**config.mk**
```make
export PLATFORM = sky130hd
export DESIGN_NAME = data_sram_req_unit_flat
export DESIGN_NICKNAME = d
export VERILOG_FILES = /design/src/rtl/data_sram_req_unit_if.sv /design/src/rtl/data_sram_req_unit.sv /design/src/flat_wrapper.sv
export SDC_FILE = /design/constraint.sdc
export NUM_CORES = 1
export LEC_CHECK = 0
export BUFFER_PORTS_ARGS = -buffer_cell sky130_fd_sc_hd__buf_2
export CAP_MARGIN = 10
export CELL_PAD_IN_SITES_DETAIL_PLACEMENT = 2
export CELL_PAD_IN_SITES_GLOBAL_PLACEMENT = 2
export CORE_ASPECT_RATIO = 2
export CORE_MARGIN = 2
export CORE_UTILIZATION = 26
export CTS_BUF_LIST = sky130_fd_sc_hd__clkbuf_2 sky130_fd_sc_hd__clkbuf_4 sky130_fd_sc_hd__clkbuf_8
export DETAILED_ROUTE_END_ITERATION = 8
export PLACE_DENSITY_LB_ADDON = 0.05
export SYNTH_ARGS = -nofsm -noshare
export SYNTH_HDL_FRONTEND = slang
export SYNTH_SLANG_ARGS = --single-unit
```
**constraint.sdc**
```tcl
create_clock -name clk_i -period 4.4 [get_ports clk_i]
set_input_delay 0.88 -clock clk_i [delete_from_list [all_inputs] [get_ports clk_i]]
set_output_delay 0.88 -clock clk_i [all_outputs]
set_load 0.005 [all_outputs]
```
**src/rtl/data_sram_req_unit_if.sv**
```systemverilog
// data_sram_req_unit_if: pipeline request, SRAM-like data port and response signals
interface data_sram_req_unit_if #(
  parameter int ADDR_W = 32,
  parameter int DATA_W = 32
);
  logic              req_valid;
  logic              req_ready;
  logic              req_wr;
  logic [1:0]        req_size;
  logic [ADDR_W-1:0] req_addr;
  logic [DATA_W-1:0] req_wdata;
  logic              data_req;
  logic              data_wr;
  logic [1:0]        data_size;
  logic [ADDR_W-1:0] data_addr;
  logic [DATA_W-1:0] data_wdata;
  logic              data_addr_ok;
  logic              data_data_ok;
  logic [DATA_W-1:0] data_rdata;
  logic              resp_valid;
  logic              resp_ready;
  logic [DATA_W-1:0] resp_rdata;
  logic [ADDR_W-1:0] resp_addr;
  logic              resp_addr_err;
  modport master (
    input  req_valid, req_wr, req_size, req_addr, req_wdata,
    input  data_addr_ok, data_data_ok, data_rdata, resp_ready,
    output req_ready, data_req, data_wr, data_size, data_addr, data_wdata,
    output resp_valid, resp_rdata, resp_addr, resp_addr_err
  );
  modport slave (
    output req_valid, req_wr, req_size, req_addr, req_wdata,
    output data_addr_ok, data_data_ok, data_rdata, resp_ready,
    input  req_ready, data_req, data_wr, data_size, data_addr, data_wdata,
    input  resp_valid, resp_rdata, resp_addr, resp_addr_err
  );
endinterface

```
**src/rtl/data_sram_req_unit.sv**
```systemverilog
// data_sram_req_unit: single-outstanding load/store to SRAM-like port; DATA_SRAM_ALIGN_CHECK_EN enables misalignment trapping
module data_sram_req_unit #(
  parameter int ADDR_W = 32,
  parameter int DATA_W = 32
) (
  input logic clk_i,
  input logic reset_i,
  data_sram_req_unit_if.master bus
);
  typedef enum logic [1:0] {IDLE, REQ, WAIT, RESP} state_t;
  state_t            state_q, state_d;
  logic              wr_q, wr_d, err_q, err_d, mis;
  logic [1:0]        size_q, size_d;
  logic [ADDR_W-1:0] addr_q, addr_d;
  logic [DATA_W-1:0] wdata_q, wdata_d, rdata_q, rdata_d, repl, cap;
  assign repl = bus.req_size == 2'd0 ? {4{bus.req_wdata[7:0]}} :
                bus.req_size == 2'd1 ? {2{bus.req_wdata[15:0]}} : bus.req_wdata;
  assign cap = wr_q ? '0 : bus.data_rdata;
`ifdef DATA_SRAM_ALIGN_CHECK_EN
  assign mis = (bus.req_size == 2'd1 & bus.req_addr[0]) | (bus.req_size[1] & |bus.req_addr[1:0]);
`else
  assign mis = 1'b0;
`endif
  assign bus.req_ready     = state_q == IDLE & ~reset_i;
  assign bus.data_req      = state_q == REQ;
  assign bus.data_wr       = wr_q;
  assign bus.data_size     = size_q;
  assign bus.data_addr     = addr_q;
  assign bus.data_wdata    = wdata_q;
  assign bus.resp_valid    = state_q == RESP;
  assign bus.resp_rdata    = rdata_q;
  assign bus.resp_addr     = addr_q;
  assign bus.resp_addr_err = err_q;
  // next state and register updates for the one in-flight transaction
  always_comb begin
    state_d = state_q;
    wr_d    = wr_q;
    size_d  = size_q;
    addr_d  = addr_q;
    wdata_d = wdata_q;
    rdata_d = rdata_q;
    err_d   = err_q;
    case (state_q)
      IDLE: if (bus.req_valid) begin
        state_d = mis ? RESP : REQ;
        wr_d    = bus.req_wr;
        size_d  = bus.req_size;
        addr_d  = bus.req_addr;
        wdata_d = bus.req_wr ? repl : '0;
        rdata_d = '0;
        err_d   = mis;
      end
      REQ: if (bus.data_addr_ok) begin
        state_d = bus.data_data_ok ? RESP : WAIT;
        rdata_d = bus.data_data_ok ? cap : rdata_q;
      end
      WAIT: if (bus.data_data_ok) begin
        state_d = RESP;
        rdata_d = cap;
      end
      default: if (bus.resp_ready) begin
        state_d = IDLE;
        err_d   = 1'b0;
      end
    endcase
  end
  // state and datapath registers
  always_ff @(posedge clk_i) begin
    if (reset_i) begin
      state_q <= IDLE;
      wr_q    <= 1'b0;
      size_q  <= '0;
      addr_q  <= '0;
      wdata_q <= '0;
      rdata_q <= '0;
      err_q   <= 1'b0;
    end else begin
      state_q <= state_d;
      wr_q    <= wr_d;
      size_q  <= size_d;
      addr_q  <= addr_d;
      wdata_q <= wdata_d;
      rdata_q <= rdata_d;
      err_q   <= err_d;
    end
  end
endmodule

```
**src/flat_wrapper.sv**
```systemverilog
// flat-port wrapper written by rule: the top's interface ports become plain ports
module data_sram_req_unit_flat 
#(
  parameter int ADDR_W = 32,
  parameter int DATA_W = 32
)
  (clk_i, reset_i, bus_req_valid, bus_req_wr, bus_req_size, bus_req_addr, bus_req_wdata, bus_data_addr_ok, bus_data_data_ok, bus_data_rdata, bus_resp_ready, bus_req_ready, bus_data_req, bus_data_wr, bus_data_size, bus_data_addr, bus_data_wdata, bus_resp_valid, bus_resp_rdata, bus_resp_addr, bus_resp_addr_err);
  data_sram_req_unit_if #(.ADDR_W(ADDR_W), .DATA_W(DATA_W)) bus_i ();
  input logic clk_i;
  input logic reset_i;
  input wire logic [$bits(bus_i.req_valid)-1:0] bus_req_valid;
  input wire logic [$bits(bus_i.req_wr)-1:0] bus_req_wr;
  input wire logic [$bits(bus_i.req_size)-1:0] bus_req_size;
  input wire logic [$bits(bus_i.req_addr)-1:0] bus_req_addr;
  input wire logic [$bits(bus_i.req_wdata)-1:0] bus_req_wdata;
  input wire logic [$bits(bus_i.data_addr_ok)-1:0] bus_data_addr_ok;
  input wire logic [$bits(bus_i.data_data_ok)-1:0] bus_data_data_ok;
  input wire logic [$bits(bus_i.data_rdata)-1:0] bus_data_rdata;
  input wire logic [$bits(bus_i.resp_ready)-1:0] bus_resp_ready;
  output wire logic [$bits(bus_i.req_ready)-1:0] bus_req_ready;
  output wire logic [$bits(bus_i.data_req)-1:0] bus_data_req;
  output wire logic [$bits(bus_i.data_wr)-1:0] bus_data_wr;
  output wire logic [$bits(bus_i.data_size)-1:0] bus_data_size;
  output wire logic [$bits(bus_i.data_addr)-1:0] bus_data_addr;
  output wire logic [$bits(bus_i.data_wdata)-1:0] bus_data_wdata;
  output wire logic [$bits(bus_i.resp_valid)-1:0] bus_resp_valid;
  output wire logic [$bits(bus_i.resp_rdata)-1:0] bus_resp_rdata;
  output wire logic [$bits(bus_i.resp_addr)-1:0] bus_resp_addr;
  output wire logic [$bits(bus_i.resp_addr_err)-1:0] bus_resp_addr_err;
  assign bus_i.req_valid = bus_req_valid;
  assign bus_i.req_wr = bus_req_wr;
  assign bus_i.req_size = bus_req_size;
  assign bus_i.req_addr = bus_req_addr;
  assign bus_i.req_wdata = bus_req_wdata;
  assign bus_i.data_addr_ok = bus_data_addr_ok;
  assign bus_i.data_data_ok = bus_data_data_ok;
  assign bus_i.data_rdata = bus_data_rdata;
  assign bus_i.resp_ready = bus_resp_ready;
  assign bus_req_ready = bus_i.req_ready;
  assign bus_data_req = bus_i.data_req;
  assign bus_data_wr = bus_i.data_wr;
  assign bus_data_size = bus_i.data_size;
  assign bus_data_addr = bus_i.data_addr;
  assign bus_data_wdata = bus_i.data_wdata;
  assign bus_resp_valid = bus_i.resp_valid;
  assign bus_resp_rdata = bus_i.resp_rdata;
  assign bus_resp_addr = bus_i.resp_addr;
  assign bus_resp_addr_err = bus_i.resp_addr_err;
  data_sram_req_unit #(.ADDR_W(ADDR_W), .DATA_W(DATA_W)) u_core (.clk_i(clk_i), .reset_i(reset_i), .bus(bus_i));
endmodule
```
==> impl_metrics.csv, run 1 <==
group,metric,value,unit
timing,fin_setup_tns,0,ps
placed_design,dp.final_hpwl,10.66,mm
detailed_routing,ant_nets,0,
run,drv_cap,0,
min_path,hold_path.class,"flip-flop to flip-flop",
timing,relSlewSlack,30.94,%
pwr,p_per_area,505.9,nW/um^2
clock_network,holdBufCountCts,0,
pwr,leakage,2.641,nW
timing,tightest_slew,1032,ps
floorplan,start_util,26.25,%
logic_synthesis,mappedNetlistArea,4357,um^2
detailed_routing,wl_per_cell,16.42,um
grt,grt_first_pass_wirelength,22.87,mm
logic_synthesis,async_flop_share,0,%
grt,grt_start_max_net_pins,60,
clock_network,cts_htree_levels,3,
pwr,peakVddDrop,0.1842,mV
clock_network,clk_root_buffer_cell,"clkbuf_8",
logic_synthesis,synth-xor-area-share,0,%
clock_network,cts_tree,"done",
placed_design,port_buffers,238,
logic_synthesis,yosys_warnings,0,
clock_network,clock_sinks,101,
logic_synthesis,avgSynthCellArea,8.576,um^2
outcome,outcome,"completed",
floorplan,dieWidth,95.53,um
worst_setup_path,crit_arrival,1670,ps
detailed_routing,drt_iter0_drc,89,
logic_synthesis,synth.area.top_cells,"dfxtp_1 (46%), nand2_1 (9.5%), a21oi_1 (8.6%), buf_4 (5.7%), nand3_1 (4.6%)",
logic_synthesis,yosysSeqAreaShare,46.41,%
timing,finalSetupViolations,0,
detailed_routing,dr.pass1.iters,5,
clock_network,cts_setup_buffers,0,
floorplan,rows,67,
floorplan,dieArea,17870,um^2
worst_setup_path,critPathCaptureType,"primary output",
detailed_routing,drt_wl_total,14.78,mm
timing,hold_viol_final,0,
logic_synthesis,synth_top_family_by_area,"simple AND/OR/NAND/NOR gates",
timing,drv_slew,0,
grt,track_usage,16.44,%
finish,fin_nets,799,
logic_synthesis,synth_flop_cell,"dfxtp_1",
detailed_routing,vias,4168,
timing,fin_crit,2552,ps
timing,rsz0062_at_grt,"no",
worst_setup_path,worstSetupPathType,"input pin to primary output",
clock_network,clock_path_buffers,2,
worst_setup_path,worst_setup_path_start_kind,"input pin",
logic_synthesis,yosys.area_share.simple,20.30,%
finish,drive_gt1_share,41.13,%
finish,final_cell_mix,"buf_2 (237), nand2_1 (109), dfxtp_1 (101), a21oi_1 (75), nand3_1 (40)",
finish,layout_commonest_cell,"buf_2",
finish,num_antenna_cells,0,
logic_synthesis,synthMuxAreaShare,8.271,%
worst_setup_path,critPathRequiredTime,3520,ps
grt,antenna_found_initial,0,
clock_network,clkTransAtPathRegs,100,ps
floorplan,boundaryPins,240,
grt,grt_pass1_vias,4232,
logic_synthesis,yosysTopAreaCell,"dfxtp_1",
logic_synthesis,synthCells,508,
finish,post-route-util,33.72,%
clock_network,insertion_delay,380,ps
logic_synthesis,synth_cell_types,33,
timing,max_freq,391.9,MHz
timing,clock_skew,14.31,ps
clock_network,cts_buffers,9,
detailed_routing,vias_per_cell,4.631,
finish,syn2layout_area_growth,28.46,%
worst_setup_path,crit_fanout,59,
placed_design,place.gp.congestion,0.6942,
logic_synthesis,synth_top_area_share,46.41,%
floorplan,core,16600,um^2
logic_synthesis,synth_edf_count,0,
logic_synthesis,synth-seq-cells,101,
grt,grt_overflow,0,
clock_network,post_cts_resized,0,
floorplan,die_h,187.1,um
logic_synthesis,synth_compound_gate_area_share,12.64,%
logic_synthesis,synthAdderAreaFrac,1.723,%
detailed_routing,drc,0,
timing,fin_crit_sh,57.99,%
logic_synthesis,synth_nets,619,
finish,fillers,2025,
==> worst paths after layout <==
kind                               endpoint                      start  slack (ps)  cells past startpoint
setup / recovery              bus_req_ready                    reset_i        1850                      3
hold / removal    u_core.bus.resp_rdata[19]  u_core.bus.resp_rdata[19]         460                      2
setup reg to reg  u_core.bus.data_wdata[26]          u_core.state_q[0]        2160                      5
hold reg to reg   u_core.bus.resp_rdata[19]  u_core.bus.resp_rdata[19]         460                      2
==> power breakdown <==
part | switching, mW | internal [mW] | total [mW]
Sequential | 0.0873 | 1.07 | 1.15
Combinational | 0.646 | 0.394 | 1.04
Clock | 0.366 | 0.272 | 0.637
Total | 1.10 | 1.73 | 2.83
==> registers in the layout, summed over array words and instances, names as in the netlist <==
name	flops
u_core.bus.resp_rdata	32
u_core.bus.data_wdata	32
u_core.bus.data_wr	1
u_core.state_q	2
u_core.bus.data_addr	32
u_core.bus.data_size	2
==> per-layer routing <==
metal  vias up  track usage (%)  share of wire, %
li1       2026                -                 -
met1      1997            20.14                42
met2       138            26.92                48
met3         7            6.205               8.8
met4         0            3.956               1.0
met5         -                0                 0
==> logic make-up after synthesis <==
family	count (synthesis)
fa+ha+maj	6
flops	101
simple gates	191
mux	33
buf+inv	75
other cells	1
compound gates	101
==> worst max-delay path, stage by stage <==
cell and delay (ps):
buf_4 500, nor2b_1 120, buf_2 160
==> synthesized netlist by cell type (all sizes together) (2+ instances only) <==
master  count
ha          6
inv         2
mux2i       9
a22oi      16
mux2       24
nand2     110
nand3      40
buf        52
nor2b       5
nand3b      9
a21oi      75
dfxtp     101
nor2       19
nor4        3
clkbuf     21
o21ai       8
==> cell type report <==
cell class | count | area (um^2) | area share, %
Clock buffer | 9 | 123.9 | 2.213
Clock inverter | 7 | 80.08 | 1.431
Inverter | 2 | 7.507 | 0.1341
Multi-Input combinational cell | 332 | 1881 | 33.60
Sequential cell | 101 | 2022 | 36.13
Tap cell | 207 | 259.0 | 4.628
Timing Repair Buffer | 242 | 1224 | 21.86
==> stage by stage <==
stage	power, mW	setup WS [ps]	hold WS (ps)	area, um^2	std cells
after floorplan	1.929	2356	448.3	4357	508
after global placement	2.244	1768	435.9	5393	884
after detailed placement	2.257	1756	444.3	5393	884
after CTS	2.918	1798	460.8	5597	900
after global routing	3.068	1748	467.6	5597	900
final	2.831	1848	455.6	5597	900
(Power assumes the default switching activity.)
==> run 2: changes to the inputs <==
- CORE_UTILIZATION: 26 -> 25
- clock period: 4.4 -> 2.35 ns (I/O delays scaled with it)
==> run 2 against run 1 <==
Against the previous run: worst hold slack got worse by 130 ps; via count up 1.6%; final cell count rose by 1.1%; power is 89% higher; critical path depth rose by 3; sequential power is 90% higher; wire length up 13%; first-iteration DRC count fell by 34%; die area up 3.9%; flip-flop and latch count unchanged; critical endpoint is now u_core.bus.resp_rdata[10]; highest routed layer unchanged.
==> impl_metrics.csv, run 2 (synthesized netlist as in run 1, its figures left out) <==
group,metric,value,unit
grt,track_usage,17.69,%
timing,rsz0062_at_grt,"no",
clock_network,clock_sinks,101,
finish,syn2layout_area_growth,29.70,%
outcome,outcome,"completed",
timing,max_freq,492.4,MHz
pwr,leakage,2.680,nW
floorplan,core,17190,um^2
min_path,hold_path.class,"input pin to flip-flop",
timing,drv_slew,0,
clock_network,cts_setup_buffers,0,
clock_network,cts_tree,"done",
placed_design,dp.final_hpwl,12.70,mm
worst_setup_path,crit_chain,"inv_1, ha_1, and2b_4, or4_4, nand2_1, a21oi_1",
pwr,peakVddDrop,0.4021,mV
clock_network,clock_path_buffers,2,
finish,post-route-util,32.88,%
finish,num_antenna_cells,0,
timing,fin_crit_sh,86.42,%
worst_setup_path,critPathCaptureType,"flip-flop",
placed_design,port_buffers,238,
worst_setup_path,max_stage_delay,620,ps
placed_design,place.gp.congestion,0.7460,
floorplan,dieArea,18560,um^2
placed_design,pre_cts_ws,313.2,ps
run,drv_cap,0,
detailed_routing,wl_per_cell,18.39,um
timing,fin_setup_tns,0,ps
finish,fillers,2101,
finish,final_cell_mix,"buf_2 (237), nand2_1 (109), dfxtp_1 (101), a21oi_1 (75), nand3_1 (40)",
clock_network,clkTransAtPathRegs,100,ps
grt,grt_start_max_net_pins,42,
clock_network,insertion_delay,370,ps
timing,fin_crit,2031,ps
worst_setup_path,worstSetupPathType,"flip-flop to flip-flop",
finish,drive_gt1_share,41.71,%
timing,hold_viol_final,0,
worst_setup_path,crit_arrival,2280,ps
timing,clock_skew,9.475,ps
worst_setup_path,worst_setup_path_start_kind,"flip-flop",
finish,layout_commonest_cell,"buf_2",
grt,grt_pass1_vias,4637,
detailed_routing,vias,4233,
detailed_routing,drt_iter0_drc,59,
placed_design,dp.cells,894,
pwr,p_per_area,944.6,nW/um^2
clock_network,holdBufCountCts,0,
detailed_routing,dr.pass1.iters,4,
floorplan,dieWidth,97.35,um
worst_setup_path,slowest_stage,"or4_4",
detailed_routing,drc,0,
worst_setup_path,crit_fanout,32,
clock_network,clk_root_buffer_cell,"clkbuf_8",
floorplan,start_util,25.35,%
floorplan,boundaryPins,240,
finish,finalNonFillerCells,910,
timing,finalSetupViolations,0,
finish,fin_nets,806,
detailed_routing,vias_per_cell,4.652,
grt,grt_overflow,0,
detailed_routing,ant_nets,0,
floorplan,rows,68,
worst_setup_path,critPathRequiredTime,2600,ps
clock_network,cts_htree_levels,3,
worst_setup_path,cp_num_buf_inv,1,
worst_setup_path,regToRegSetupSlack,320,ps
floorplan,die_h,190.7,um
clock_network,cts_buffers,9,
worst_setup_path,critPathTopFamily,"simple AND/OR/NAND/NOR gates",
detailed_routing,drt_wl_total,16.74,mm
timing,setup_ws,319.0,ps
clock_network,post_cts_resized,0,
grt,antenna_found_initial,0,
grt,grt_first_pass_wirelength,25.60,mm
==> run 2: changes by cell type in the layout (fill, tap and decap cells not counted) <==
cell,change
bufinv_16,-1
clkbuf_4,+3
clkbuf_8,+4
buf_4,+7
inv_8,-1
clkinv_4,-1
clkinv_2,-1
inv_6,-2
clkinvlp_4,-1
==> run 2: routing by layer <==
layer / wire, um / up-vias / track usage [%] / share of wire [%]
li1: - / 2040 / - / -
met1: 5667 / 2043 / 16.99 / 34
met2: 9822 / 137 / 35.90 / 59
met3: 964 / 13 / 4.289 / 5.8
met4: 284 / 0 / 5.876 / 1.7
met5: 0 / - / 0 / 0
==> run 2: worst paths after layout <==
kind | start | depth (start not counted) | end
worst max-delay path | u_core.state_q[0] | 6 | u_core.bus.resp_rdata[10]
worst min-delay path | bus_req_addr[25] | 3 | u_core.bus.data_addr[25]
worst max register to register | u_core.state_q[0] | 6 | u_core.bus.resp_rdata[10]
worst min register to register | u_core.bus.resp_rdata[11] | 2 | u_core.bus.resp_rdata[11]
==> run 2: per-stage QoR <==
stage | power [mW] | instance area [um^2] | hold slack, ps
detailed placement | 4.315 | 5449 | 445.2
finish | 5.338 | 5650 | 322.7
CTS | 5.488 | 5650 | 293.8
global route | 5.764 | 5650 | 290.0
floorplan | 3.613 | 4357 | 448.3
global placement | 4.207 | 5449 | 434.2
==> run 2: final cells by class <==
type | instances | area (um^2) | share of cell area, %
Clock buffer | 16 | 201.4 | 3.565
Inverter | 2 | 7.507 | 0.1329
Multi-Input combinational cell | 332 | 1881 | 33.28
Sequential cell | 101 | 2022 | 35.78
Tap cell | 210 | 262.8 | 4.650
Timing Repair Buffer | 249 | 1276 | 22.59
==> run 2: worst min-delay path, cell delays in order <==
cell and delay, ps:
buf_2 100, nand2_1 40, a21oi_1 50
==> run 2: power breakdown <==
| group | internal, mW | total, mW | switching, mW |
|---|---|---|---|
| logic | 0.766 | 2.02 | 1.25 |
| registers | 2.00 | 2.18 | 0.181 |
| clock network | 0.540 | 1.14 | 0.600 |
| total | 3.30 | 5.34 | 2.03 |
==> run 3: changes to the inputs <==
- MAX_ROUTING_LAYER: unset -> met4
==> run 3 against run 2 <==
Against the previous run: count of clock-buffer cells in the layout stayed put; die area stayed put; flip-flop and latch count stayed put; worst hold slack worse by 2.4 ps; critical path type unchanged; largest cell class unchanged.
==> impl_metrics.csv, run 3 (synthesized netlist as in run 1, its figures left out) <==
group,metric,value,unit
floorplan,dieWidth,97.35,um
clock_network,clkTransAtPathRegs,100,ps
detailed_routing,ant_nets,0,
pwr,swShare,38.15,%
worst_setup_path,crit_fanout,32,
pwr,power.total,5.341,mW
grt,antenna_found_initial,0,
clock_network,clock_sinks,101,
clock_network,clock_path_buffers,2,
timing,fin_setup_tns,0,ps
clock_network,clk_root_buffer_cell,"clkbuf_8",
detailed_routing,drc,0,
placed_design,dpl-instance-area,5449,um^2
clock_network,insertion_delay,370,ps
timing,whs,320.3,ps
timing,rsz0062_at_grt,"no",
worst_setup_path,crit_chain,"inv_1, ha_1, and2b_4, or4_4, nand2_1, a21oi_1",
timing,clock_skew,9.732,ps
floorplan,boundaryPins,240,
detailed_routing,vias_per_cell,4.658,
pwr,p_per_area,945.3,nW/um^2
floorplan,start_util,25.35,%
pwr,p_int,3.304,mW
placed_design,place.gp.congestion,0.7555,
clock_network,holdBufCountCts,0,
detailed_routing,drt_wl_total,16.78,mm
floorplan,die_h,190.7,um
finish,drive_gt1_share,41.71,%
clock_network,post_cts_resized,0,
placed_design,dp.final_hpwl,12.70,mm
clock_network,cts_buffers,9,
pwr,leakage,2.680,nW
pwr,combPwrFrac,37.8,%
detailed_routing,wl_per_cell,18.44,um
floorplan,core,17190,um^2
worst_setup_path,max_stage_delay,620,ps
floorplan,dieArea,18560,um^2
finish,num_antenna_cells,0,
pwr,peakVddDrop,0.4032,mV
clock_network,cts_setup_buffers,0,
worst_setup_path,regToRegSetupSlack,320,ps
placed_design,port_buffers,238,
min_path,hold_path.class,"input pin to flip-flop",
timing,finalSetupViolations,0,
timing,max_freq,492.0,MHz
worst_setup_path,worst_setup_path_start_kind,"flip-flop",
pwr,p_seq_share,40.8,%
worst_setup_path,slowest_stage,"or4_4",
finish,syn2layout_area_growth,29.70,%
finish,fin_nets,806,
finish,final_cell_mix,"buf_2 (237), nand2_1 (109), dfxtp_1 (101), a21oi_1 (75), nand3_1 (40)",
outcome,outcome,"completed",
clock_network,cts_htree_levels,3,
timing,hold_viol_final,0,
timing,fin_crit_sh,86.50,%
worst_setup_path,crit_arrival,2280,ps
floorplan,rows,68,
grt,grt_overflow,0,
detailed_routing,drt_iter0_drc,63,
timing,fin_crit,2033,ps
pwr,pwr-share-clk,21.4,%
finish,final_area,5650,um^2
detailed_routing,vias,4239,
grt,grt_pass1_vias,4644,
run,drv_cap,0,
worst_setup_path,worstSetupPathType,"flip-flop to flip-flop",
grt,grt_start_max_net_pins,42,
worst_setup_path,critPathRequiredTime,2600,ps
pwr,switching_power,2.038,mW
clock_network,cts_tree,"done",
timing,drv_slew,0,
worst_setup_path,critPathCaptureType,"flip-flop",
detailed_routing,dr.pass1.iters,4,
grt,track_usage,18.22,%
grt,grt_first_pass_wirelength,25.56,mm
finish,layout_commonest_cell,"buf_2",
finish,fillers,2101,
[run 3: path summary, 6_finish.rpt]
check / startpoint / to / depth (start not counted)
setup / recovery: u_core.state_q[0] / u_core.bus.resp_rdata[10] / 6
hold / removal: bus_req_addr[25] / u_core.bus.data_addr[25] / 3
setup reg to reg: u_core.state_q[0] / u_core.bus.resp_rdata[10] / 6
hold reg to reg: u_core.bus.resp_rdata[11] / u_core.bus.resp_rdata[11] / 2
[run 3: worst max-delay path, delay by kind of cell (launching register included)]
family | cells | cell delay [ps]
flops | 1 | 410
buf+inv | 1 | 120
simple gates | 3 | 950
fa+ha+maj | 1 | 340
compound gates | 1 | 70
[run 3: layer usage]
layer	vias up	GRT usage [%]	routed length, um
met5	-	-	0
met4	0	5.395	259
met3	11	4.069	841
met2	132	36.00	9790
met1	2054	17.30	5889
li1	2042	-	-
[run 3: area by class of cell]
cell class / count / area [um^2] / share of cell area (%)
flip-flops and latches: 101 / 2022 / 35.78
multi-input cells: 332 / 1881 / 33.28
repair buffers: 249 / 1276 / 22.59
well taps: 210 / 262.8 / 4.650
clock buffers: 16 / 201.4 / 3.565
inverters: 2 / 7.507 / 0.1329
[run 3: power by group through the flow]
stage	logic (mW)	clock network [mW]	registers (mW)
2_1_floorplan	1.39	0	2.22
3_3_place_gp	2.00	0	2.21
3_5_place_dp	2.09	0	2.23
4_1_cts	2.09	1.21	2.19
5_1_grt	2.26	1.28	2.22
6_report	2.02	1.14	2.18
[run 3: metrics by stage]
step	utilization (%)	std cells	worst slack, ps
3_5_place_dp	31.71	894	313.2
2_1_floorplan	-	508	515.3
4_1_cts	32.88	910	289.7
6_report	32.88	910	317.4
3_3_place_gp	31.71	894	419.6
5_1_grt	32.88	910	143.7
